[src/rtl/cpu_types_pkg.sv]
`default_nettype none
// ============================================================================
// Module      : cpu_types_pkg
// Description : Shared types and constants for the 5-stage core.
//               regbits_t   - register-file index
//               hz_state_t  - hazard sequencer state encoding
//               HZ_WAIT_MAX - default dmem wait watchdog limit
// Revision    : 1.0 - initial release
// ============================================================================
package cpu_types_pkg;

  // Register-file index (32 architectural registers, $0 hardwired to zero)
  typedef logic [4:0] regbits_t;

  // Hazard sequencer states
  typedef logic [1:0] hz_state_t;
  localparam hz_state_t c_HZ_RUN   = 2'd0;
  localparam hz_state_t c_HZ_DWAIT = 2'd1;
  localparam hz_state_t c_HZ_HALT  = 2'd2;

  // Default number of dmem wait cycles before the watchdog trips
  localparam int HZ_WAIT_MAX = 64;

endpackage : cpu_types_pkg
`default_nettype wire

[src/rtl/hazard_perf_counter.sv]
`default_nettype none
// ============================================================================
// Module      : hazard_perf_counter
// Description : Two free-running wrap-around event counters for the hazard
//               sequencer (stall cycles and branch flushes). The module only
//               exists when HAZARD_PERF_EN is defined.
// Ports       : clk          in   core clock, rising edge
//               rst          in   asynchronous active-high reset
//               i_stall_inc  in   count one stall cycle
//               i_flush_inc  in   count one branch flush
//               o_stall_cnt  out  stall-cycle count  [PERF_W]
//               o_flush_cnt  out  branch-flush count [PERF_W]
// Revision    : 1.0 - initial release
// ============================================================================
`ifdef HAZARD_PERF_EN
module hazard_perf_counter #(
  parameter int PERF_W = 32
) (
  input  logic              clk,
  input  logic              rst,
  input  logic              i_stall_inc,
  input  logic              i_flush_inc,
  output logic [PERF_W-1:0] o_stall_cnt,
  output logic [PERF_W-1:0] o_flush_cnt
);

  logic [PERF_W-1:0] r_stall_cnt;
  logic [PERF_W-1:0] r_flush_cnt;

  // Counters wrap naturally at 2^PERF_W
  always_ff @(posedge clk or posedge rst) begin
    if (rst) begin
      r_stall_cnt <= '0;
      r_flush_cnt <= '0;
    end else begin
      if (i_stall_inc) r_stall_cnt <= r_stall_cnt + 1'b1;
      if (i_flush_inc) r_flush_cnt <= r_flush_cnt + 1'b1;
    end
  end

  assign o_stall_cnt = r_stall_cnt;
  assign o_flush_cnt = r_flush_cnt;

endmodule : hazard_perf_counter
`endif
`default_nettype wire

[src/rtl/hazard_ctrl_unit.sv]
`default_nettype none
// ============================================================================
// Module      : hazard_ctrl_unit
// Description : Pipeline sequencer for the 5-stage core. Drives every pipeline
//               register enable/flush and pc_en. Resolves load-use stalls,
//               imem/dmem wait states, taken-branch flushes and halt, and runs
//               a dmem-wait watchdog.
//               Optional macro HAZARD_PERF_EN adds stall_cnt / flush_cnt.
// Ports       : CLK, RST (async, active-high)
//               ihit, dhit, exmem_memacc, idex_lw, idex_rt, ifid_rs, ifid_rt,
//               ifid_usert, branch_taken, exmem_halt            (inputs)
//               pc_en, ifid_en/flush, idex_en/flush, exmem_en/flush,
//               memwb_en, halt, mem_timeout                    (outputs)
//               stall_cnt, flush_cnt                 (HAZARD_PERF_EN only)
// Revision    : 1.0 - initial release
// ============================================================================
module hazard_ctrl_unit
  import cpu_types_pkg::*;
#(
  parameter int WAIT_MAX = HZ_WAIT_MAX
`ifdef HAZARD_PERF_EN
  ,
  parameter int PERF_W   = 32
`endif
) (
  input  logic     CLK,
  input  logic     RST,
  input  logic     ihit,
  input  logic     dhit,
  input  logic     exmem_memacc,
  input  logic     idex_lw,
  input  regbits_t idex_rt,
  input  regbits_t ifid_rs,
  input  regbits_t ifid_rt,
  input  logic     ifid_usert,
  input  logic     branch_taken,
  input  logic     exmem_halt,
  output logic     pc_en,
  output logic     ifid_en,
  output logic     ifid_flush,
  output logic     idex_en,
  output logic     idex_flush,
  output logic     exmem_en,
  output logic     exmem_flush,
  output logic     memwb_en,
  output logic     halt,
  output logic     mem_timeout
`ifdef HAZARD_PERF_EN
  ,
  output logic [PERF_W-1:0] stall_cnt,
  output logic [PERF_W-1:0] flush_cnt
`endif
);

  localparam int                 c_CNT_W    = $clog2(WAIT_MAX + 1);
  localparam logic [c_CNT_W-1:0] c_CNT_MAX  = c_CNT_W'(WAIT_MAX);
  localparam logic [c_CNT_W-1:0] c_CNT_LAST = c_CNT_W'(WAIT_MAX - 1);

  hz_state_t          r_state;
  hz_state_t          w_next_state;
  logic [c_CNT_W-1:0] r_wait_cnt;
  logic               r_mem_timeout;

  logic w_wait;          // this cycle is spent waiting on dmem
  logic w_load_use;
  logic w_branch_flush;
  logic w_pc_en, w_ifid_en, w_ifid_flush, w_idex_en, w_idex_flush;
  logic w_exmem_en, w_exmem_flush, w_memwb_en;

  // Load-use: a load into a nonzero register read by the IF/ID instruction
  assign w_load_use = idex_lw && (idex_rt != '0) &&
                      ((idex_rt == ifid_rs) || (ifid_usert && (idex_rt == ifid_rt)));

  // In DWAIT only dhit releases the wait; in RUN a new miss starts one
  assign w_wait = (r_state == c_HZ_DWAIT) ? !dhit :
                  (r_state == c_HZ_RUN)   ? (exmem_memacc && !dhit) : 1'b0;

  always_comb begin
    w_next_state   = r_state;
    w_branch_flush = 1'b0;
    w_pc_en        = 1'b0;
    w_ifid_en      = 1'b0;
    w_ifid_flush   = 1'b0;
    w_idex_en      = 1'b0;
    w_idex_flush   = 1'b0;
    w_exmem_en     = 1'b0;
    w_exmem_flush  = 1'b0;
    w_memwb_en     = 1'b0;
    case (r_state)
      c_HZ_RUN, c_HZ_DWAIT: begin
        if (exmem_halt && !w_wait) begin
          // Freeze and halt; older instructions have already written back
          w_next_state = c_HZ_HALT;
        end else if (w_wait) begin
          w_next_state = c_HZ_DWAIT;
        end else begin
          // Ordinary RUN decision (also applied on the dhit cycle of DWAIT)
          w_next_state = c_HZ_RUN;
          w_idex_en    = 1'b1;
          w_exmem_en   = 1'b1;
          w_memwb_en   = 1'b1;
          if (branch_taken) begin
            w_branch_flush = 1'b1;
            w_pc_en        = 1'b1;
            w_ifid_en      = 1'b1;
            w_ifid_flush   = 1'b1;
            w_idex_flush   = 1'b1;
            w_exmem_flush  = 1'b1;
          end else if (w_load_use) begin
            // Hold PC and IF/ID, inject one bubble into ID/EX
            w_idex_flush = 1'b1;
          end else if (!ihit) begin
            // No instruction fetched: bubble enters IF/ID
            w_ifid_en    = 1'b1;
            w_ifid_flush = 1'b1;
          end else begin
            w_pc_en   = 1'b1;
            w_ifid_en = 1'b1;
          end
        end
      end
      default: w_next_state = c_HZ_HALT;
    endcase
  end

  always_ff @(posedge CLK or posedge RST) begin
    if (RST) begin
      r_state       <= c_HZ_RUN;
      r_wait_cnt    <= '0;
      r_mem_timeout <= 1'b0;
    end else begin
      r_state <= w_next_state;
      if (w_wait) begin
        if (r_state == c_HZ_RUN) begin
          r_wait_cnt <= c_CNT_W'(1);
        end else if (r_wait_cnt != c_CNT_MAX) begin
          r_wait_cnt <= r_wait_cnt + 1'b1;
        end
        // Trip on the edge where the count reaches WAIT_MAX
        if ((r_state == c_HZ_DWAIT) && (r_wait_cnt >= c_CNT_LAST)) begin
          r_mem_timeout <= 1'b1;
        end
      end else begin
        r_wait_cnt <= '0;
      end
    end
  end

  // All enables/flushes are forced low while reset is asserted
  assign pc_en       = w_pc_en       & ~RST;
  assign ifid_en     = w_ifid_en     & ~RST;
  assign ifid_flush  = w_ifid_flush  & ~RST;
  assign idex_en     = w_idex_en     & ~RST;
  assign idex_flush  = w_idex_flush  & ~RST;
  assign exmem_en    = w_exmem_en    & ~RST;
  assign exmem_flush = w_exmem_flush & ~RST;
  assign memwb_en    = w_memwb_en    & ~RST;
  assign halt        = (r_state == c_HZ_HALT);
  assign mem_timeout = r_mem_timeout;

`ifdef HAZARD_PERF_EN
  logic w_stall_inc;
  assign w_stall_inc = (r_state != c_HZ_HALT) && !w_pc_en;

  hazard_perf_counter #(
    .PERF_W (PERF_W)
  ) u_perf (
    .clk         (CLK),
    .rst         (RST),
    .i_stall_inc (w_stall_inc),
    .i_flush_inc (w_branch_flush),
    .o_stall_cnt (stall_cnt),
    .o_flush_cnt (flush_cnt)
  );
`endif

endmodule : hazard_ctrl_unit
`default_nettype wire
[config.mk]
export PLATFORM = sky130hd
export DESIGN_NAME = hazard_ctrl_unit
export DESIGN_NICKNAME = d
export VERILOG_FILES = /design/src/rtl/cpu_types_pkg.sv /design/src/rtl/hazard_perf_counter.sv /design/src/rtl/hazard_ctrl_unit.sv
export SDC_FILE = /design/constraint.sdc
export NUM_CORES = 1
export LEC_CHECK = 0
export ABC_CLOCK_PERIOD_IN_PS = 1500
export CORE_MARGIN = 2
export CORE_UTILIZATION = 35
export DETAILED_ROUTE_END_ITERATION = 6
export PLACE_DENSITY = 0.73
export SYNTH_ARGS = -nofsm -noshare
export SYNTH_HDL_FRONTEND = slang
export SYNTH_SLANG_ARGS = --single-unit
[constraint.sdc]
create_clock -name CLK -period 1.5 [get_ports CLK]
set_input_delay 0.3 -clock CLK [delete_from_list [all_inputs] [get_ports CLK]]
set_output_delay 0.3 -clock CLK [all_outputs]
set_load 0.1 [all_outputs]
# Word-level counts from Yosys, hierarchy flattened

Index checks and enable logic that the tools add are counted.

Reduce and logical (&&, ||, !) cells: 13
Muxes and demuxes: 37
Equal/unequal tests: 6
Bitwise gates (word level): 7
Magnitude comparators: 1
$add $sub $neg: 1

Operators by type and width:

| operator              | number |
|---|---|
| $mux W1               | 32 |
| $mux W7               | 3 |
| $eq A5 B5 Y1          | 2 |
| $add A7 B1 Y7 const B | 1 |
| $ge A7 B6 Y1 const B  | 1 |
| $ne A7 B7 Y1 const B  | 1 |
| $and A1 B1 Y1         | 6 |
| $logic_and A1 B1 Y1   | 6 |
| $reduce_bool A5 Y1    | 1 |
| $mux W2               | 2 |
| $ne A3 B1 Y1 const B  | 1 |
| $eq A2 B1 Y1 const B  | 1 |
| $eq A2 B2 Y1 const B  | 1 |
| $logic_not A1 Y1      | 2 |
| $logic_not A2 Y1      | 1 |
| $reduce_and A2 Y1     | 1 |
| $reduce_or A2 Y1      | 1 |
| $logic_or A1 B1 Y1    | 1 |
| $not A1 Y1            | 1 |

Input bits: 24
Word-level logic and storage cells: 68
Output and inout port bits: 10
Flip-flop bits (word level): 10

# Logic depth before layout (Yosys ltp)

Gate-level depths: netlist of the first run.

Depth after elaboration: 10
Mapped depth: 6
Gate-level depth less buffers: 6

# Worst setup path after synthesis of the first run

Ideal clock, no wire load.

Path type: input -> output
From: input RST
To: output ifid_en
Buffers on the path: 0
Required time: 1200 ps
Data arrival time: 3807 ps
Cell stages on the path: 3
Setup slack: -2607 ps
Cell sequence: inv_1 > o311a_1 > a21boi_0

Word-level cells in the longest chain between the ends: 2

RTL lines:

| what            | RTL line                | RTL |
|---|---|---|
| start, declared | hazard_ctrl_unit.sv:27  | `input logic RST,` |
| $not A1 Y1      | hazard_ctrl_unit.sv:151 | `assign ifid_en = w_ifid_en & ~RST;` |
| $and A1 B1 Y1   | hazard_ctrl_unit.sv:151 |  |
| end, declared   | hazard_ctrl_unit.sv:39  | `output logic ifid_en,` |

No other way between the ends.

# Final worst setup path of the first run

From: register r_state[1]
To: output idex_flush

Word-level cells in the longest chain between the ends: 8
Elaborated cells on any way between the ends: 11
Those cells by class: eq/ne: 1; mux: 5; bitwise: 1; reduce/logical: 4

RTL lines:

| what                   | RTL line                | RTL |
|---|---|---|
| start, declared        | hazard_ctrl_unit.sv:59  | `hz_state_t r_state;` |
| start signal, assigned | hazard_ctrl_unit.sv:128 | `r_state <= c_HZ_RUN;` |
| start signal, assigned | hazard_ctrl_unit.sv:132 | `r_state <= w_next_state;` |
| $logic_not A2 Y1       | -                       |  |
| $mux W1                | hazard_ctrl_unit.sv:76  | `(r_state == c_HZ_RUN) ? (exmem_memacc && !dhit) : 1'b0;` |
| $mux W1                | hazard_ctrl_unit.sv:75  | `assign w_wait = (r_state == c_HZ_DWAIT) ? !dhit :` |
| $logic_not A1 Y1       | hazard_ctrl_unit.sv:91  | `if (exmem_halt && !w_wait) begin` |
| $logic_and A1 B1 Y1    | hazard_ctrl_unit.sv:91  |  |
| $mux W1                | hazard_ctrl_unit.sv:91  |  |
| $mux W1 *              | hazard_ctrl_unit.sv:89  | `case (r_state)` |
| $and A1 B1 Y1 *        | hazard_ctrl_unit.sv:154 | `assign idex_flush = w_idex_flush & ~RST;` |
| end, declared          | hazard_ctrl_unit.sv:42  | `output logic idex_flush,` |

Every way passes the cells marked *; elsewhere a longest branch is shown, timed or not.

==> results of run 1 <==
==> metal layers <==
metal / GRT usage, % / routed length (um) / vias up
li1: - / - / 400
met1: 22.82 / 825 / 367
met2: 37.44 / 1252 / 28
met3: 5.828 / 139 / 0
met4: 8.571 / 0 / 0
met5: 0 / 0 / -
==> power by group <==
part / switching, uW / total [uW] / internal, uW / leakage, uW
clock: 93.4 / 241 / 147 / 0.0000210
combinational: 58.9 / 139 / 79.7 / 0.000497
sequential: 0.000157 / 269 / 269 / 0.000134
==> timing repair <==
item | CTS | global route
resized for setup | 39 | 5
pin swaps | 20 | 8
endpoints found under the setup margin | 11 | 11
gates cloned | 0 | 0
buffers inserted | 1 | 1
==> stage by stage <==
stage / utilization (%) / hold WS, ps
6_report: 76.82 / 444.6
2_1_floorplan: - / 101.5
5_1_grt: 76.82 / 449.7
3_5_place_dp: 72.53 / 554.3
4_1_cts: 75.52 / 407.9
3_3_place_gp: 72.53 / 528.5
==> worst max-delay path by stage <==
stage | endpoint | slack [ps]
after global placement | pc_en | -680
after CTS | ifid_en | -410
after global routing | idex_flush | -420
final | idex_flush | -390
after floorplan | idex_flush | -510
after detailed placement | pc_en | -710
==> state kept, by name, indices dropped and copies added, names as in the netlist <==
register / cells
r_wait_cnt: 7
r_state: 2
mem_timeout: 1
==> worst max-delay path: stages (launching register included) <==
cell and delay, ps:
dfrtp_2 440, o311a_4 390, and2_4 150, a21o_4 180, buf_12 160
==> cell type report <==
type	instances	area, um2	area share [%]
clock buffers	4	36.28	2.458
repair buffers	55	591.8	40.08
inverters	4	18.77	1.271
well taps	27	33.78	2.288
flip-flops and latches	10	251.5	17.03
multi-input cells	67	544.3	36.86
==> cell usage in the layout (no fill, tap or decap), drive strengths merged, types with 2 or more instances in the layout <==
cell	instances
dlymetal6s2s	2
xor2	4
a21oi	4
inv	3
dfrtp	10
dlygate4sd2	12
a31oi	2
ha	2
buf	36
clkbuf	4
a21o	2
nor2	10
xnor2	10
or4	2
nand2	5
nor2b	2
clkdlybuf4s50	5
o21ai	4
nand3	5
nor3	4
==> cell families after synthesis <==
group	Yosys count
and+or+nand+nor	35
AOI/OAI and AO/OA	16
xor gates and xnor gates	14
DFF	10
buffers and inverters	6
adders and majority gates	2
==> metrics.sh, run 1 <==
FIN_CRIT_PS=1885
YOSYS_REGISTER_BITS=10
SYNTHFLOPTYPE='dfrtp_1'
PLACED_AREA_MM2=0.001394
ROUTEDWLPERCELL_UM=13.28
NUM_VIAS=795
VDD_IR_DROP_MAX_mV=0.3079
REG2REG_SLACK_PS=-80
FLOORPLAN.DIE.HEIGHT_UM=48.86
TIMING.HOLD.WORST_ENDPOINT='r_state[1]$_DFF_PP0_'
FIN_TNS_SETUP_PS=-2794
WORST_SLEW_PIN_SLEW_PS=229.4
ANTENNA-DIODE-COUNT=0
NUMBER_OF_CLOCK_SINKS=10
TOTAL_POWER_uW=648.8
DRIVE_GT1_SHARE_PCT=44.29
GRT_SETUP_UNREPAIRED='true'
FINAL-MAX-SLEW-VIOLATION-COUNT=0
FINISH.CELL_COUNT_WITHOUT_FILLERS=167
MULTIPLEXER_SHARE_OF_THE_SYNTHESIZED_AREA_PCT=0
MAX_CAP_VIOLATIONS=0
FLOORPLAN.INITIALDENSITY_PCT=36.65
NUMCTSBUFFERS=3
CTS.CLK_SLEW.WORST_PATHS_PS=60
ASYNC_RESET_FF_SHARE_PCT=100.0
SLEW_HEADROOM_PCT=84.59
WORSTSETUPPATHTYPE='flip-flop to output pin'
ROWS=16
R2R_END='r_wait_cnt[0]$_DFFE_PP0P_'
FINAL.SETUP.WORST_SLACK_PS=-385.0
DETAILED_ROUTE_WL_MM=2.217
ROUTABILITYCONGESTION=0.8084
FINAL_NETS=167
POST_SYNTH_FA_HA_MAJ_AREA_FRACTION_PCT=3.552
PWR_DENSITY_CELL_mW_PER_MM2=439.5
TIMING.FMAX_MHz=530.5
FINALCRITPERIODSHARE_PCT=125.7
DRTITER0DRC=9
GRT_ANTENNA_BEFORE_REPAIR=0
SYNTH.YOSYS.WARNINGS=0
FIRST_GLOBAL_VIAS=881
RUN_STATUS='finished, violations left'
SYNTH_COMPOUND_GATE_AREA_SHARE_PCT=14.03
GR-USAGE-ALL-LAYERS_PCT=20.81
GRT_PASS1_WL_MM=3.808
GRT_REMAINING_OVERFLOW=0
CLOCK_TREE.ROOT_CELL='clkbuf_4'
VIOLATIONS='setup timing'
TRITONCTS='done'
SYNTHXORXNORAREAFRAC_PCT=17.41
POST-PLACE-WS_PS=-705.6
FINALSETUPVIOLATIONS=9
SYNTH_SEQ_AREA_SHARE_PCT=35.52
WORST-ENDPOINT-ARRIVAL_PS=1590
SYNTH_TOP_FAMILY_BY_AREA='simple AND/OR/NAND/NOR gates'
FIRST_PASS_ITERS=4
CRIT_PATH_START_KIND='flip-flop'
FILL_CELLS=143
FINAL-HOLD-VIOLATION-COUNT=0
PLACED_CELLS_INCL_TAPS=161
MAPPEDNETLISTAREA_UM2=704.4
CLKLATENCYLATEPIN_PS=260
P_LEAK_uW=0.0006519
GRT_START_MAX_NET_PINS=11
FINALCLOCKSKEW_PS=2.803
WORSTREG2REGSTART='r_wait_cnt[4]$_DFFE_PP0P_'
SYNTH_SIMPLE_GATE_AREA_SHARE_PCT=25.22
CTSHOLDBUFFERS=0
POSTROUTEANTENNANETS=0
WORST-PATH-MAX-FANOUT=4
PORT_BUFFERS=33
HOLDCRITSTARTPOINT='exmem_halt'
ROUTED_VIA_DENSITY=4.760
SYNTH_TOP_CELLS_BY_AREA='dfrtp_1, xnor2_1, nor2_1'
PLACE.DETAILED.HPWL_MM=1.763
IO-PIN-COUNT=34
HOLD_PATH_DEPTH=4
REG2REGPATHDEPTH=4
SYN2LAYOUT_AREA_GROWTH_PCT=109.6
TIMING.HOLD.WORST.CLASS='input pin to flip-flop'
DESIGN.DIE.AREA_MM2=0.002387
POSTSYNTHCELLCOUNT=83
SYNTH_EDF_COUNT=0
NUMBER_OF_LEVELS_THE_H_TREE_WAS_SPLIT_INTO=1
YOSYSTOPAREACELL='dfrtp_1'
SYNTH_TOP_AREA_SHARE_PCT=35.52
WORSTSETUPSTARTPOINT='r_state[1]$_DFF_PP0_'
DIE-WIDTH_UM=48.86
CRITICAL_PATH_REQUIRED_PS=1200
CTS.PATH.MAX_BUFFERS=2
STDCELL_AREA_MM2=0.001476
SYNTH.AVG_CELL_AREA_UM2=8.487
CRITICAL_PATH.ENDPOINT_TYPE='output pin'
FLOORPLAN.CORE_AREA_MM2=0.001922
SYNTH.CELLS.MOST_FREQUENT='dfrtp_1, nor2_1, xnor2_1, nand2_1, nand3_1'
ROUTE.DETAILED.DRC=0
SYNTH.NET_COUNT=109
YS_TYPES=28
(Power assumes the default switching activity.)
==> inputs of run 2 (changes only) <==
- CELL_PAD_IN_SITES_DETAIL_PLACEMENT: not set -> 1
- CELL_PAD_IN_SITES_GLOBAL_PLACEMENT: not set -> 1
- CORE_UTILIZATION: 35 -> 25
- PLACE_DENSITY: 0.73 -> not set
- PLACE_DENSITY_LB_ADDON: not set -> 0.1
==> run 2 against run 1 <==
  * Sequential share of layout area fell by 0.56 points
  * Clock-buffer cell count did not move
  * Via count rose by 4.4%
  * Critical path depth did not move
  * Final area rose by 2.9%
  * Sequential power barely moved
  * The flow still finishes with violations (setup timing)
  * Worst setup slack improved by 3.4 ps
  * Global-route usage fell by 5.3 points
  * Clock skew fell by 2.0 ps
  * Highest routed layer is now met4
  * Register-to-register slack got worse by 20 ps
  * Routed wire length rose by 7.0%
==> metrics.sh, run 2 (synthesized netlist as in run 1, its figures left out) <==
FIRST_PASS_ITERS=2  # -2
CLKLATENCYLATEPIN_PS=260  # about the same
PLACED_CELLS_INCL_TAPS=165  # +2.5%
PLACE.DETAILED.HPWL_MM=2.023  # +15%
TOP_REGISTER='r_wait_cnt'
CRITICAL_PATH.SLOWEST_CELL='dfrtp_1'
DIE-WIDTH_UM=57.08  # +17%
FLOORPLAN.CORE_AREA_MM2=0.002710  # +41%
ROUTED_VIA_DENSITY=4.770  # +0.20%
FLOORPLAN.INITIALDENSITY_PCT=25.99  # -11 points
GRT_REMAINING_OVERFLOW=0  # unchanged
IO-PIN-COUNT=34  # unchanged
R2R_END='r_wait_cnt[0]$_DFFE_PP0P_'
FIN_TNS_SETUP_PS=-2736  # +57.66 ps
FINAL.SETUP.WORST_SLACK_PS=-381.6  # +3.449 ps
P_LEAK_uW=0.0006672  # +2.3%
DRTITER0DRC=5  # -4
GRT_START_MAX_NET_PINS=9  # -2
ROWS=19  # +3
CTSHOLDBUFFERS=0  # unchanged
NUMCTSBUFFERS=3  # unchanged
SYN2LAYOUT_AREA_GROWTH_PCT=115.6
CP_TOP_FAMILY='compound AO/OA/AOI/OAI gates'
CRITICAL_PATH.ENDPOINT_TYPE='output pin'
LAYOUT_COMMONEST_CELL='buf_4'
VDD_IR_DROP_MAX_mV=0.4538  # +47%
GRT_PASS1_WL_MM=3.912  # +2.7%
CRITICAL_PATH_REQUIRED_PS=1200  # about the same
CRIT_PATH_START_KIND='flip-flop'
NUMBER_OF_LEVELS_THE_H_TREE_WAS_SPLIT_INTO=1  # unchanged
DESIGN.DIE.AREA_MM2=0.003258  # +36%
CRITICAL_PATH.N_BUFFERS_INVERTERS=1  # unchanged
ROUTEDWLPERCELL_UM=13.64  # +2.7%
ROUTE.DETAILED.DRC=0  # unchanged
DRIVE_GT1_SHARE_PCT=44.76  # +0.47 points
FIRST_GLOBAL_VIAS=937  # +6.4%
POSTROUTEANTENNANETS=0  # unchanged
REG2REG_SLACK_PS=-100  # -20 ps
WORST-ENDPOINT-ARRIVAL_PS=1580  # about the same
ROUTABILITYCONGESTION=0.7346  # -9.1%
GR-USAGE-ALL-LAYERS_PCT=15.49  # -5.3 points
TIMING.FMAX_MHz=531.5  # +0.18%
FINISH.CELL_COUNT_WITHOUT_FILLERS=174  # +4.2%
TRITONCTS='done'
DETAILED_ROUTE_WL_MM=2.373  # +7.0%
FLOORPLAN.DIE.HEIGHT_UM=57.08  # +17%
WORSTPATHCELLLIST='o311a_4 > and2_4 > a21o_4 > buf_12'
WORST-PATH-MAX-FANOUT=4  # unchanged
FINAL-MAX-SLEW-VIOLATION-COUNT=0  # unchanged
FINAL_NETS=170  # +1.8%
CPPEAKSTAGEDELAY_PS=420  # -20 ps
WORST_SLEW_PIN_SLEW_PS=278.7  # +49.23 ps
LARGEST_REGISTER_FFS=7  # unchanged
POST-ROUTE-UTIL_PCT=56.05  # -21 points
RUN_STATUS='finished, violations left'
WORSTREG2REGSTART='r_wait_cnt[4]$_DFFE_PP0P_'
TIMING.HOLD.WORST.CLASS='input pin to asynchronous set/reset pin'
LEADING_CELL_TYPES_IN_THE_LAYOUT_FILL_AND_TAPS_EXCLUDED='buf_4, dlygate4sd2_1, buf_12, dfrtp_1, xnor2_1'
FINALCRITPERIODSHARE_PCT=125.4  # -0.23 points
PORT_BUFFERS=33  # unchanged
ANTENNA-DIODE-COUNT=0  # unchanged
REG2REGPATHDEPTH=4  # unchanged
FINAL-HOLD-VIOLATION-COUNT=0  # unchanged
PWR_DENSITY_CELL_mW_PER_MM2=428.1  # -2.6%
FINALSETUPVIOLATIONS=9  # unchanged
CTS.CLK_SLEW.WORST_PATHS_PS=60  # about the same
NUM_VIAS=830  # +4.4%
GRT_SETUP_UNREPAIRED='true'
TOTAL_POWER_uW=650.2  # +0.22%
MAX_CAP_VIOLATIONS=0  # unchanged
CTS.PATH.MAX_BUFFERS=2  # unchanged
FINALHOLDWORSTSLACK_PS=271.3  # -173.3 ps
NUMBER_OF_CLOCK_SINKS=10  # unchanged
CLOCK_TREE.ROOT_CELL='clkbuf_4'
SLEW_HEADROOM_PCT=81.38  # -3.2 points
FIN_CRIT_PS=1882  # -3.449 ps
FINALCLOCKSKEW_PS=0.8321  # -1.971 ps
WORSTSETUPPATHTYPE='flip-flop to output pin'
GRT_ANTENNA_BEFORE_REPAIR=0  # unchanged
VIOLATIONS='setup timing'
[run 2: worst max path at each step]
stage	startpoint	end	slack (ps)	cells past startpoint
after floorplan	r_state[1]$_DFF_PP0_	idex_flush	-510	4
after global placement	idex_rt[2]	pc_en	-690	6
after detailed placement	idex_rt[1]	pc_en	-730	6
after CTS	r_state[1]$_DFF_PP0_	ifid_flush	-390	6
after global routing	r_state[1]$_DFF_PP0_	pc_en	-440	6
final	r_state[1]$_DFF_PP0_	idex_flush	-380	4
[run 2: power by group]
group	internal (uW)	switching, uW
combinational	84.9	60.7
sequential	270	0.000166
clock	147	88.0
total	502	149
[run 2: final cells by class]
type                       instances  area (um2)
fill                             306        1191
timing repair buffer              58       621.8
multi-input combinational         67       553.0
sequential                        10       250.2
tap                               31       38.79
clock buffer                       4       36.28
inverter                           4       18.77
[run 2: stage by stage]
step	setup slack (ps)	instance area [um2]
2_1_floorplan	-510.4	782.0
3_3_place_gp	-691.4	1399
3_5_place_dp	-734.3	1399
4_1_cts	-393.5	1486
5_1_grt	-436.5	1519
6_report	-381.6	1519
[run 2: worst reg2reg max path, delay by kind of cell, from the launching register on]
kind | cells | cell delay (ps)
simple gates | 3 | 940
flops | 1 | 380
compound gates | 1 | 170
[run 2: what timing repair did]
action | in CTS | in global routing
resized for setup | 36 | 8
endpoints found under the setup margin | 11 | 12
buffers inserted | 5 | 0
pin swaps | 16 | 4
[run 2: layer usage]
metal	part of all wire, %	up-vias	track usage (%)	wire [um]
met5	0	-	0	0
met4	1.0	0	5.980	24
met3	5.5	2	2.948	131
met2	59	20	30.54	1406
met1	34	404	15.77	811
li1	-	404	-	-
